===== src/rtl/diff_window_accum_if.sv =====
// Stream bundle between a difference-byte producer and diff_window_accum.
// The min_out/max_out trackers are present only when DIFF_WIN_MINMAX_EN is defined.
interface diff_window_accum_if #(
  parameter int unsigned WINDOW = 16,
  parameter int unsigned ACC_W  = 12
);
  localparam int unsigned CNT_W = $clog2(WINDOW + 1);

  logic             start;
  logic             diff_valid;
  logic [7:0]       diff_in;
  logic [ACC_W-1:0] sum_out;
  logic [CNT_W-1:0] count_out;
  logic             busy;
  logic             done;
  logic             sat;
`ifdef DIFF_WIN_MINMAX_EN
  logic [7:0]       min_out;
  logic [7:0]       max_out;

  modport master (
    output start, diff_valid, diff_in,
    input  sum_out, count_out, busy, done, sat, min_out, max_out
  );
  modport slave (
    input  start, diff_valid, diff_in,
    output sum_out, count_out, busy, done, sat, min_out, max_out
  );
`else
  modport master (
    output start, diff_valid, diff_in,
    input  sum_out, count_out, busy, done, sat
  );
  modport slave (
    input  start, diff_valid, diff_in,
    output sum_out, count_out, busy, done, sat
  );
`endif
endinterface


===== src/rtl/diff_window_accum.sv =====
// Windowed saturating accumulator of signed difference bytes with done pulse.
// Optional running min/max trackers enabled by macro DIFF_WIN_MINMAX_EN.
module diff_window_accum #(
  parameter int unsigned WINDOW = 16,
  parameter int unsigned ACC_W  = 12
) (
  input logic                 clk,
  input logic                 rst,
  diff_window_accum_if.slave  bus
);
  localparam int unsigned CNT_W = $clog2(WINDOW + 1);
  localparam logic [ACC_W-1:0] SUM_MAX = {1'b0, {(ACC_W-1){1'b1}}};
  localparam logic [ACC_W-1:0] SUM_MIN = {1'b1, {(ACC_W-1){1'b0}}};

  typedef enum logic [1:0] {S_IDLE, S_RUN, S_DONE} state_t;

  state_t           r_state;
  state_t           w_state_nxt;
  logic [ACC_W-1:0] r_sum;
  logic [CNT_W-1:0] r_count;
  logic             r_busy;
  logic             r_done;
  logic             r_sat;
  logic             w_busy_nxt;
  logic             w_done_nxt;
  logic             w_accept;
  logic             w_last;
  logic signed [ACC_W:0] w_sum_wide;
  logic             w_ovf;
  logic [ACC_W-1:0] w_sum_sat;

  // start overrides diff_valid, so a restart cycle never accepts a sample
  assign w_accept = (r_state == S_RUN) && bus.diff_valid && !bus.start;
  assign w_last   = (r_count == CNT_W'(WINDOW - 1));

  // One guard bit: overflow shows up as disagreement of the top two bits
  assign w_sum_wide = (ACC_W+1)'($signed(r_sum)) + (ACC_W+1)'($signed(bus.diff_in));
  assign w_ovf      = w_sum_wide[ACC_W] ^ w_sum_wide[ACC_W-1];
  assign w_sum_sat  = !w_ovf ? w_sum_wide[ACC_W-1:0]
                             : (w_sum_wide[ACC_W] ? SUM_MIN : SUM_MAX);

  always_ff @(posedge clk) begin
    if (rst) r_state <= S_IDLE;
    else     r_state <= w_state_nxt;
  end

  always_comb begin
    w_state_nxt = r_state;
    case (r_state)
      S_IDLE:  if (bus.start) w_state_nxt = S_RUN;
      S_RUN:   if (w_accept && w_last) w_state_nxt = S_DONE;
      S_DONE:  w_state_nxt = bus.start ? S_RUN : S_IDLE;
      default: w_state_nxt = S_IDLE;
    endcase
  end

  always_comb begin
    w_busy_nxt = (w_state_nxt == S_RUN);
    w_done_nxt = (w_state_nxt == S_DONE);
  end

  always_ff @(posedge clk) begin
    if (rst) begin
      r_sum   <= '0;
      r_count <= '0;
      r_busy  <= 1'b0;
      r_done  <= 1'b0;
      r_sat   <= 1'b0;
    end else begin
      r_busy <= w_busy_nxt;
      r_done <= w_done_nxt;
      if (bus.start) begin
        r_sum   <= '0;
        r_count <= '0;
        r_sat   <= 1'b0;
      end else if (w_accept) begin
        r_sum   <= w_sum_sat;
        r_count <= r_count + CNT_W'(1);
        if (w_ovf) r_sat <= 1'b1;
      end
    end
  end

  assign bus.sum_out   = r_sum;
  assign bus.count_out = r_count;
  assign bus.busy      = r_busy;
  assign bus.done      = r_done;
  assign bus.sat       = r_sat;

`ifdef DIFF_WIN_MINMAX_EN
  logic [7:0] r_min;
  logic [7:0] r_max;

  always_ff @(posedge clk) begin
    if (rst) begin
      r_min <= '0;
      r_max <= '0;
    end else if (bus.start) begin
      r_min <= 8'h7F;
      r_max <= 8'h80;
    end else if (w_accept) begin
      if ($signed(bus.diff_in) < $signed(r_min)) r_min <= bus.diff_in;
      if ($signed(bus.diff_in) > $signed(r_max)) r_max <= bus.diff_in;
    end
  end

  assign bus.min_out = r_min;
  assign bus.max_out = r_max;
`endif
endmodule

===== src/flat_wrapper.sv =====
// flat-port wrapper written by rule: the top's interface ports become plain ports
module diff_window_accum_flat 
#(
  parameter int unsigned WINDOW = 16,
  parameter int unsigned ACC_W  = 12
)
  (clk, rst, bus_start, bus_diff_valid, bus_diff_in, bus_sum_out, bus_count_out, bus_busy, bus_done, bus_sat);
  diff_window_accum_if #(.WINDOW(WINDOW), .ACC_W(ACC_W)) bus_i ();
  input logic clk;
  input logic rst;
  input wire logic [$bits(bus_i.start)-1:0] bus_start;
  input wire logic [$bits(bus_i.diff_valid)-1:0] bus_diff_valid;
  input wire logic [$bits(bus_i.diff_in)-1:0] bus_diff_in;
  output wire logic [$bits(bus_i.sum_out)-1:0] bus_sum_out;
  output wire logic [$bits(bus_i.count_out)-1:0] bus_count_out;
  output wire logic [$bits(bus_i.busy)-1:0] bus_busy;
  output wire logic [$bits(bus_i.done)-1:0] bus_done;
  output wire logic [$bits(bus_i.sat)-1:0] bus_sat;
  assign bus_i.start = bus_start;
  assign bus_i.diff_valid = bus_diff_valid;
  assign bus_i.diff_in = bus_diff_in;
  assign bus_sum_out = bus_i.sum_out;
  assign bus_count_out = bus_i.count_out;
  assign bus_busy = bus_i.busy;
  assign bus_done = bus_i.done;
  assign bus_sat = bus_i.sat;
  diff_window_accum #(.WINDOW(WINDOW), .ACC_W(ACC_W)) u_core (.clk(clk), .rst(rst), .bus(bus_i));
endmodule

===== config.mk =====
export PLATFORM = sky130hd
export DESIGN_NAME = diff_window_accum_flat
export DESIGN_NICKNAME = d
export VERILOG_FILES = /design/src/rtl/diff_window_accum_if.sv /design/src/rtl/diff_window_accum.sv /design/src/flat_wrapper.sv
export SDC_FILE = /design/constraint.sdc
export NUM_CORES = 1
export LEC_CHECK = 0
export ABC_AREA = 0
export BUFFER_PORTS_ARGS = -buffer_cell sky130_fd_sc_hd__buf_2
export CAP_MARGIN = 20
export CORE_UTILIZATION = 53
export DETAILED_ROUTE_END_ITERATION = 16
export PLACE_DENSITY = 0.79
export SLEW_MARGIN = 30
export SYNTH_ARGS = -nofsm -noshare
export SYNTH_HDL_FRONTEND = slang
export SYNTH_SLANG_ARGS = --single-unit
export TNS_END_PERCENT = 30

===== constraint.sdc =====
create_clock -name clk -period 3 [get_ports clk]
set_input_delay 0.15 -clock clk [delete_from_list [all_inputs] [get_ports clk]]
set_output_delay 0.15 -clock clk [all_outputs]
set_load 0.1 [all_outputs]

; ---- Word level (Yosys, flattened, before mapping)
; Cells that the tools add are included.
[classes]
n_reduce_logical = 7
muxes = 6
n_bitwise = 1
eq_ne = 5
addsub = 2
[op_table]
columns = op, n
row1 = $mux 12, 2
row2 = $add 12x8->13, 1
row3 = $pmux 2 s3, 1
row4 = $add 5x1->5 const B, 1
row5 = $eq 5x4->1 const B, 1
row6 = $eq 2x1->1 const B, 2
row7 = $eq 2x2->1 const B, 2
row8 = $mux 2, 2
row9 = $logic_and 1x1->1, 3
row10 = $logic_not 2->1, 1
row11 = $reduce_and 2->1, 1
row12 = $reduce_or 2->1, 1
row13 = $logic_not 1->1, 1
row14 = $mux 1, 1
row15 = $xor 1x1->1, 1
[totals]
out_inout_bits = 20
word_cells = 27
input_bits = 12
register_bits = 22

; ---- Logic depth before layout (Yosys ltp)
; Gate-level depths: netlist (run 1).
[depth]
word_depth = 7
ltp_mapped = 10

; ---- Least setup slack after synthesis (run 1)
; No wires, ideal clock.
[synth_path]
path_type = register to register
start = reg u_core.r_sum[2] (netlist: u_core.bus.sum_out[2])
end = reg u_core.r_sum[10] (netlist: u_core.bus.sum_out[10])
path_slack_ps = -11
n_path_buf = 0
required_time_ps = 2864
path_stages_with_launch = 9
t_arrival_ps = 2875
setup_time_ps = 136
cell_sequence = dfxtp_1 ha_1 nor2b_4 o31a_2 a221oi_4 o211ai_1 mux2_4 o31ai_4 a211oi_1
[synth_via]
elab_chain_cells = 3
[synth_lines]
columns = element, line
row1 = from (decl), diff_window_accum.sv:19  ; logic [ACC_W-1:0] r_sum;
row2 = from (signal assigned), diff_window_accum.sv:77  ; r_sum <= w_sum_sat;
row3 = $add 12x8->13 (*), diff_window_accum.sv:37  ; assign w_sum_wide = (ACC_W+1)'($signed(r_sum)) + (ACC_W+1)'($signed(bus.diff_in));
row4 = $mux 12 / $xor 1x1->1 (equally long branches), "diff_window_accum.sv:40, diff_window_accum.sv:38"
row5 = $mux 12 (*), diff_window_accum.sv:39  ; assign w_sum_sat = !w_ovf ? w_sum_wide[ACC_W-1:0]
; Every way passes the cells marked *; elsewhere a longest branch is shown, timed or not.
; A chain may end at the register's enable or synchronous reset.

; ---- Worst setup path after layout (run 1)
[layout_path]
start = reg u_core.r_sum[0] (netlist: u_core.bus.sum_out[0])
end = reg u_core.r_sum[2] (netlist: u_core.bus.sum_out[2])
; Same word-level chain as after synthesis.

==> metrics.cfg, run 1 <==
[global_route]
groute.usage.overall_pct=23.9
grt_overflow=0
grt_max_degree=16
grt_pass1_wl_um=4910
grt_pass1_vias=1145
antenna_found_initial=0

[setup_path]
cp-start-kind=flop
arrival_ns=2.88
path_max_fanout=9
crit_required_ns=3.20
end_kind=flop
worstSetupPathType=flop to flop

[clock_network]
clk_latency_ns=0.32
root_buffer=clkbuf_4
cts_max_path_buffers=2
numCtsBuffers=3
holdBufCountCts=0
postCtsSetupBuffers=0
clk_pin_slew_ns=0.13
cts_resized=0
cts_tree=done
htreeDepth=1
clkSinkCount=22

[placement]
portBuffers=31
gp_congestion=0.880
hpwlAfterDp_um=2320

[die]
io_pins=32
row_count=18
core-area_sq_um=2480
start_util_pct=56.3
fp.dieH_um=53.3
die_x_um=53.3
dieArea_sq_um=2840

[layout]
drive_gt1_share_pct=25.1
nFillCells=222
antennaDiodeCount=0
area_growth_pct=17.1
finish.utilization_pct=66.0
fin_nets=215

[pwr]
p_clk_share_pct=33.1
leakage_nw=0.756
pwr-share-comb_pct=23.4
ir_drop_v=0.000402
switchingPower_w=0.000217
powerDensity_nw_per_um2=430
seqPwrFrac_pct=43.5
switching_share_pct=31.0
intPower_w=0.000485

[yosys]
ys_async_sr_fraction_pct=0
avgSynthCellArea_sq_um=9.06
yosysTopAreaCell=dfxtp_1
ys.flop_type=dfxtp_1
synth_commonest_cells=22 x dfxtp_1, 20 x nor2_1, 14 x a211oi_1, 14 x ha_1, 12 x a21oi_1
synth_top_area_share_pct=31.6
ys_top_cells_by_area=dfxtp_1 32%, ha_1 13%, a211oi_1 7.5%
seq_area_frac_synth_pct=31.6
synth_nets=181
syn_inst=154
yosysWarnings=0
ys_ff_latch=22
synth_most_common_cell=dfxtp_1
yosysUniqueCellTypes=38
synth_edf_count=0
syn_area_sq_um=1400

[sta]
fin_tns_setup_ns=0
fin_crit_ns=2.69
skew_ns=0.00387
max_freq_mhz=372
max-slew-margin-rel_pct=68.5
slew_violations=0
fin_crit_sh_pct=89.5
hold_viol=0
worst_pin_slew_ns=0.468
setup_viol_count_final=0
grt_setup_unrepaired=false

[drt]
drc=0
via_count=1233
drt-initial-drc-count=14
routedWlPerCell_um=13.9
vias_per_cell=5.68
routed_wl_um=3010
first_pass_iters=4
drtAntennaViolNets=0

[job]
drv_cap=0

[outcome]
status=finished, final reports clean

[worst_hold_path]
hold_class=input port to flop

[kinds of logic after synthesis]
kind of cell               after synthesis  share of synthesized area, %
and+or+nand+nor                         39                          13.2
muxes                                    2                          1.79
adders and majority gates               15                          14.0
buffers and inverters                   10                          2.96
DFF                                     22                          31.6
AOI/OAI and AO/OA                       53                          27.8
xor gates and xnor gates                13                          8.70
[layer usage]
metal / share of wire [%] / wire [um] / track usage, % / vias up
met1: 45 / 1360 / 28.8 / 574
met3: 3.9 / 118 / 4.60 / 5
met5: 0 / 0 / 0 / -
met4: 1.2 / 36 / 10.5 / 0
li1: - / - / - / 629
met2: 50 / 1490 / 40.4 / 25
[per-stage QoR]
step | cells | setup slack (ns) | total power, W | instance area, sq um | hold WS, ns
3_5_place_dp | 213 | 0.333 | 0.000475 | 1580 | 0.395
2_1_floorplan | 154 | 0.00223 | 0.000442 | 1400 | 0.226
3_3_place_gp | 213 | 0.446 | 0.000470 | 1580 | 0.388
5_1_grt | 217 | 0.130 | 0.000734 | 1630 | 0.0448
6_report | 217 | 0.314 | 0.000702 | 1630 | 0.0541
4_1_cts | 217 | 0.297 | 0.000706 | 1630 | 0.0443
[critical path: stages, from the launching register on]
cell,delay (ns)
dfxtp_1,0.35
ha_1,0.23
inv_1,0.08
fa_1,0.27
nor2b_4,0.06
o31a_2,0.33
a221oi_4,0.29
o211ai_1,0.12
mux2_4,0.33
o31ai_4,0.40
a211oi_1,0.10
[state kept, by name, indices dropped and copies added (netlist names)]
signal,flops
u_core.bus.sat,1
u_core.bus.done,1
u_core.bus.count_out,5
u_core.bus.busy,1
u_core.r_state,2
u_core.bus.sum_out,12
[path summary, 6_finish.rpt]
check | from | endpoint | slack [ns] | cells past startpoint
worst min-delay path | rst | u_core.bus.done$_SDFF_PP0_ | 0.05 | 2
worst max-delay path | u_core.bus.sum_out[0]$_SDFFE_PP0P_ | u_core.bus.sum_out[2]$_SDFFE_PP0P_ | 0.31 | 10
worst max register to register | u_core.bus.sum_out[0]$_SDFFE_PP0P_ | u_core.bus.sum_out[2]$_SDFFE_PP0P_ | 0.31 | 10
worst min register to register | u_core.bus.sat$_SDFFE_PP0P_ | u_core.bus.sat$_SDFFE_PP0P_ | 0.48 | 2
[power groups by stage]
stage	registers, W	clock network [W]	logic, W
finish	0.000305	0.000233	0.000164
floorplan	0.000357	0	0.0000843
global route	0.000307	0.000249	0.000178
CTS	0.000306	0.000237	0.000164
global placement	0.000311	0	0.000159
detailed placement	0.000312	0	0.000163
[cell type report]
cell class | instances | area, sq um | area share (%)
clock buffer | 3 | 22.5 | 1.38
inverter | 7 | 26.3 | 1.61
timing repair buffer | 32 | 163 | 9.95
clock inverter | 1 | 30.0 | 1.84
multi-input combinational | 122 | 913 | 55.9
tap | 30 | 37.5 | 2.30
sequential | 22 | 442 | 27.0
[layout by cell type, fill, tap and decap left out, types with 3 or more instances in the layout]
cell	count
xor2_1	8
buf_2	31
clkbuf_4	3
dfxtp_1	21
nor2_1	20
a211oi_1	14
xnor2_1	4
a21o_1	4
o21ai_0	10
ha_1	14
nand2_1	7
inv_1	7
a21oi_1	12
Power figures use the tool's default switching activity.
==> run 2, diff against run 1 <==
--- a/config.mk
+++ b/config.mk
@@ -5,12 +5,13 @@
 export SDC_FILE = /design/constraint.sdc
 export NUM_CORES = 1
 export LEC_CHECK = 0
-export ABC_AREA = 0
+export ABC_AREA = 1
 export BUFFER_PORTS_ARGS = -buffer_cell sky130_fd_sc_hd__buf_2
 export CAP_MARGIN = 20
-export CORE_UTILIZATION = 53
+export CORE_UTILIZATION = 54
 export DETAILED_ROUTE_END_ITERATION = 16
 export PLACE_DENSITY = 0.79
+export REMOVE_ABC_BUFFERS = 1
 export SLEW_MARGIN = 30
 export SYNTH_ARGS = -nofsm -noshare
 export SYNTH_HDL_FRONTEND = slang
==> metrics.cfg, run 2 <==
[outcome]
status=finished, final reports clean

[sta]
grt_setup_unrepaired=false
fin_ws_ns=0.747
fin_tns_setup_ns=0
slew_violations=0
fin_crit_ns=2.25
skew_ns=0.00166
max_freq_mhz=444
fin_crit_sh_pct=75.1
worst_pin_slew_ns=0.739
hold_viol=0
setup_viol_count_final=0
max-slew-margin-rel_pct=50.7

[clock_network]
clk_pin_slew_ns=0.13
root_buffer=clkbuf_4
holdBufCountCts=0
clk_latency_ns=0.31
cts_max_path_buffers=2
clkSinkCount=22
postCtsSetupBuffers=0
numCtsBuffers=3
htreeDepth=1
cts_tree=done
cts_resized=0

[die]
dieArea_sq_um=3000
io_pins=32
die_x_um=54.8
row_count=18
start_util_pct=59.2
fp.dieH_um=54.8
core-area_sq_um=2540

[setup_path]
cp-start-kind=flop
worstSetupPathType=flop to flop
crit_required_ns=3.18
path_max_fanout=11
cp_num_buf_inv=0
arrival_ns=2.43
slowest_stage=a21oi_2
end_kind=flop
crit_chain=ha_1 -> a21oi_1 -> nand2_1 -> nand3_1 -> nand3_1 -> nand2_1 -> nand2_1 -> a21oi_2 -> a21oi_2
crit_family=compound AO/OA/AOI/OAI gates
max_stage_delay_ns=0.61
worst_path_most_repeated_cell=nand2_1

[placement]
hpwlAfterDp_um=2360
portBuffers=31
gp_congestion=0.825
place_area_sq_um=1670
dp.cells=268
preCtsSetupSlack_ns=0.763

[layout]
antennaDiodeCount=0
area_growth_pct=14.6
drive_gt1_share_pct=23.1
instances_no_fill=272
fin_nets=270
finish.utilization_pct=67.8
layout_common_cells=48 x nand2_1, 32 x inv_1, 31 x buf_2, 22 x dfxtp_1, 17 x o21ai_0
final_common_cell=nand2_1
stdcell_area_sq_um=1730
largest_reg_flops=12

[drt]
first_pass_iters=4
drtAntennaViolNets=0
drc=0
via_count=1400
vias_per_cell=5.15
routedWlPerCell_um=11.1
routed_wl_um=3010
drt-initial-drc-count=27

[global_route]
grt_pass1_vias=1145
groute.usage.overall_pct=22.7
grt_pass1_wl_um=4830
antenna_found_initial=0
grt_overflow=0
grt_max_degree=21

[yosys]
seq_area_frac_synth_pct=29.2
avgSynthCellArea_sq_um=7.14
synth_edf_count=0
synthXorXnorAreaFrac_pct=4.07
yosysWarnings=0
ys_async_sr_fraction_pct=0
synth_top_area_share_pct=29.2
synth-compound-area-share_pct=19.9
synth_commonest_cells=48 x nand2_1, 32 x inv_1, 22 x dfxtp_1
ys.flop_type=dfxtp_1
synth_simple_gate_area_share_pct=23.5
syn_area_sq_um=1510
synthMuxAreaShare_pct=0
synth_adder_area_share_pct=13.0
syn_inst=211
synth_most_common_cell=nand2_1
yosysTopAreaCell=dfxtp_1
ys_ff_latch=22
yosysUniqueCellTypes=25
synth_top_family_by_area=simple AND/OR/NAND/NOR gates
ys_top_cells_by_area=dfxtp_1 29%, nand2_1 12%, ha_1 12%

[job]
drv_cap=0

[pwr]
ir_drop_v=0.000303
leakage_nw=0.900
powerDensity_nw_per_um2=388

[worst_hold_path]
hold_class=input port to flop

==> run 2: final cells by class <==
class                   instances  area, sq um
clock buffers                   3         22.5
clock inverters                 1         30.0
fillers                       258          818
inverters                      32          120
multi-input cells             152          913
flip-flops and latches         22          440
well taps                      30         37.5
repair buffers                 32          163
==> run 2: layer usage <==
metal	part of all wire (%)	global-route usage, %
met5	0	0
met2	44	35.5
met4	0.90	10.3
met1	51	30.7
met3	4.8	2.50
==> run 2: power breakdown <==
| group | switching [W] | internal (W) |
|---|---|---|
| Clock | 0.0000936 | 0.000135 |
| Combinational | 0.0000989 | 0.0000396 |
| Sequential | 0.00000415 | 0.000298 |
| Total | 0.000197 | 0.000473 |
==> run 2: logic make-up (layout without fill, tap and decap cells) <==
family          after synthesis  after routing
xor+xnor                      7              7
compound gates               47             47
simple gates                 83             83
flops                        22             22
buf+inv                      37             68
fa+ha+maj                    15             15
==> run 2: path summary, 6_finish.rpt <==
path | start | to | slack [ns] | cells after the start
hold / removal | rst | u_core.bus.busy$_SDFF_PP0_ | 0.05 | 2
setup / recovery | u_core.bus.sum_out[2]$_SDFFE_PP0P_ | u_core.bus.sum_out[3]$_SDFFE_PP0P_ | 0.75 | 9
hold reg to reg | u_core.bus.sat$_SDFFE_PP0P_ | u_core.bus.sat$_SDFFE_PP0P_ | 0.46 | 2
setup reg to reg | u_core.bus.sum_out[2]$_SDFFE_PP0P_ | u_core.bus.sum_out[3]$_SDFFE_PP0P_ | 0.75 | 9
==> run 2: stage by stage <==
stage	power, W	hold WS (ns)
3_3_place_gp	0.000446	0.377
6_report	0.000669	0.0514
2_1_floorplan	0.000417	0.222
3_5_place_dp	0.000447	0.376
5_1_grt	0.000699	0.0520
4_1_cts	0.000673	0.0301
==> run 3, diff against run 2 <==
--- a/config.mk
+++ b/config.mk
@@ -5,12 +5,12 @@
 export SDC_FILE = /design/constraint.sdc
 export NUM_CORES = 1
 export LEC_CHECK = 0
-export ABC_AREA = 1
+export ABC_AREA = 0
 export BUFFER_PORTS_ARGS = -buffer_cell sky130_fd_sc_hd__buf_2
 export CAP_MARGIN = 20
-export CORE_UTILIZATION = 54
+export CORE_UTILIZATION = 48
 export DETAILED_ROUTE_END_ITERATION = 16
-export PLACE_DENSITY = 0.79
+export PLACE_DENSITY = 0.75
 export REMOVE_ABC_BUFFERS = 1
 export SLEW_MARGIN = 30
 export SYNTH_ARGS = -nofsm -noshare
==> constraint.sdc (replaced) <==
create_clock -name clk -period 2 [get_ports clk]
set_input_delay 0.1 -clock clk [delete_from_list [all_inputs] [get_ports clk]]
set_output_delay 0.1 -clock clk [all_outputs]
set_load 0.1 [all_outputs]
==> metrics.cfg, run 3 (same netlist as run 1, synthesis figures left out) <==
[die]
row_count=19
fp.dieH_um=55.9
start_util_pct=50.6
core-area_sq_um=2760
dieArea_sq_um=3130
io_pins=32
die_x_um=55.9

[layout]
fin_nets=252
nFillCells=199
area_growth_pct=44.8
final_common_cell=buf_4
antennaDiodeCount=0
multiInputGateArea_sq_um=1010
regArea_sq_um=443
layout_common_cells=33 x buf_4, 31 x buf_2, 20 x nor2_1, 20 x dfxtp_1, 11 x a21oi_1
drive_gt1_share_pct=43.8
largest_reg_flops=12

[sta]
fin_tns_setup_ns=-4.43
hold_viol=0
max_freq_mhz=418
slew_violations=0
fin_crit_ns=2.39
max-slew-margin-rel_pct=66.8
fin_ws_ns=-0.393
skew_ns=0.0108
worst_pin_slew_ns=0.495
fin_crit_sh_pct=120
setup_viol_count_final=13
grt_setup_unrepaired=true

[global_route]
antenna_found_initial=0
grt_overflow=0
groute.usage.overall_pct=26.2
grt_pass1_vias=1356
grt_pass1_wl_um=6270
grt_max_degree=16

[drt]
first_pass_iters=4
routedWlPerCell_um=15.0
via_count=1441
highest_layer=met4
wl_met1_um=1560
wl_met2_um=1940
drc=0
routed_wl_um=3840
vias_per_cell=5.65
drtAntennaViolNets=0
wl_met3_um=208
drt-initial-drc-count=46

[clock_network]
cts_tree=done
clk_latency_ns=0.33
clk_pin_slew_ns=0.14
numCtsBuffers=3
cts_max_path_buffers=2
root_buffer=clkbuf_4
clkSinkCount=22
htreeDepth=1

[setup_path]
crit_path_start=u_core.bus.sum_out[1]$_SDFFE_PP0P_
slowest_stage=dfxtp_2
cp-start-kind=flop
rr_startpoint=u_core.bus.sum_out[1]$_SDFFE_PP0P_
worstSetupPathType=flop to flop
max_stage_delay_ns=0.36
r2r_cells=11
end_kind=flop
rrSetupSlack_ns=-0.39
cp_num_buf_inv=3
crit_chain=buf_4 -> inv_2 -> fa_2 -> nor2b_4 -> o31a_4 -> a221oi_4 -> o211ai_1 -> mux2_4 -> o31ai_4 -> buf_6 -> a211oi_1
r2r_end=u_core.bus.sum_out[3]$_SDFFE_PP0P_
arrival_ns=2.61
crit_required_ns=2.22
crit_family=compound AO/OA/AOI/OAI gates
path_max_fanout=5

[pwr]
leakage_nw=0.952
ir_drop_v=0.000776
powerDensity_nw_per_um2=563

[placement]
hpwlAfterDp_um=2570
preCtsSetupSlack_ns=-0.419
gp_congestion=0.842
portBuffers=31

[worst_hold_path]
hold_class=input port to flop
hold_depth=3
hold_end=u_core.r_state[0]$_SDFF_PP0_
min_from=bus_start

[outcome]
status=complete, but fails checks
violations=setup timing

[job]
drv_cap=0

run 3: changes by cell type in the layout (fill, tap and decap cells not counted), moves of 10 or more:
cell	before	now
nand2_1	48	7
buf_4	1	33
inv_1	32	5
nand3_1	12	1
a21oi_2	12	2
nor2_1	10	20
run 3: repair_timing:
| action | in CTS | in global routing |
|---|---|---|
| setup endpoints to repair | 13 | 13 |
| gates resized for setup | 17 | 7 |
| cloned | 2 | 0 |
| pin swaps | 5 | 1 |
| buffers inserted | 1 | 1 |
| hold endpoints to repair | 4 | 0 |
| hold buffers | 1 | 0 |
run 3: how the worst max path moves through the flow:
stage | endpoint | cells past startpoint
2_1_floorplan | u_core.bus.sum_out[10]$_SDFFE_PP0P_ | 8
3_3_place_gp | u_core.bus.sum_out[10]$_SDFFE_PP0P_ | 11
3_5_place_dp | u_core.bus.sum_out[7]$_SDFFE_PP0P_ | 10
4_1_cts | u_core.bus.sum_out[6]$_SDFFE_PP0P_ | 11
5_1_grt | u_core.bus.sum_out[3]$_SDFFE_PP0P_ | 11
6_report | u_core.bus.sum_out[3]$_SDFFE_PP0P_ | 11
run 3: worst reg2reg max path, delay by kind of cell (launching register included):
family / cells / cell delay [ns]
compound gates: 5 / 0.95
buf+inv: 3 / 0.37
flops: 1 / 0.36
simple gates: 1 / 0.05
mux: 1 / 0.34
fa+ha+maj: 1 / 0.23
run 3: stage by stage:
stage | utilization, % | hold WS [ns] | cells | total power, W | cell area (sq um)
6_report | 73.2 | 0.139 | 255 | 0.00114 | 2020
5_1_grt | 73.2 | 0.142 | 255 | 0.00118 | 2020
4_1_cts | 71.7 | 0.136 | 254 | 0.00113 | 1980
3_5_place_dp | 66.1 | 0.347 | 246 | 0.000755 | 1820
3_3_place_gp | 66.1 | 0.335 | 246 | 0.000747 | 1820
2_1_floorplan | - | 0.176 | 151 | 0.000660 | 1380
run 3: final cells by class:
cell class,count,share of cell area (%)
Clock buffer,3,1.12
Clock inverter,1,1.49
Sequential cell,22,21.9
Inverter,7,1.30
Tap cell,31,1.92
Timing Repair Buffer,68,22.1
Multi-Input combinational cell,123,50.1
run 3: metal layers:
metal	vias up	global-route usage (%)
li1	700	-
met1	672	32.2
met2	57	44.8
met3	12	3.26
met4	0	13.6
met5	-	0
run 3: power by group:
group / leakage [nW] / internal, W / switching (W)
logic: 0.744 / 0.000124 / 0.000202
clock network: 0.0279 / 0.000203 / 0.000150
registers: 0.180 / 0.000449 / 0.00000776
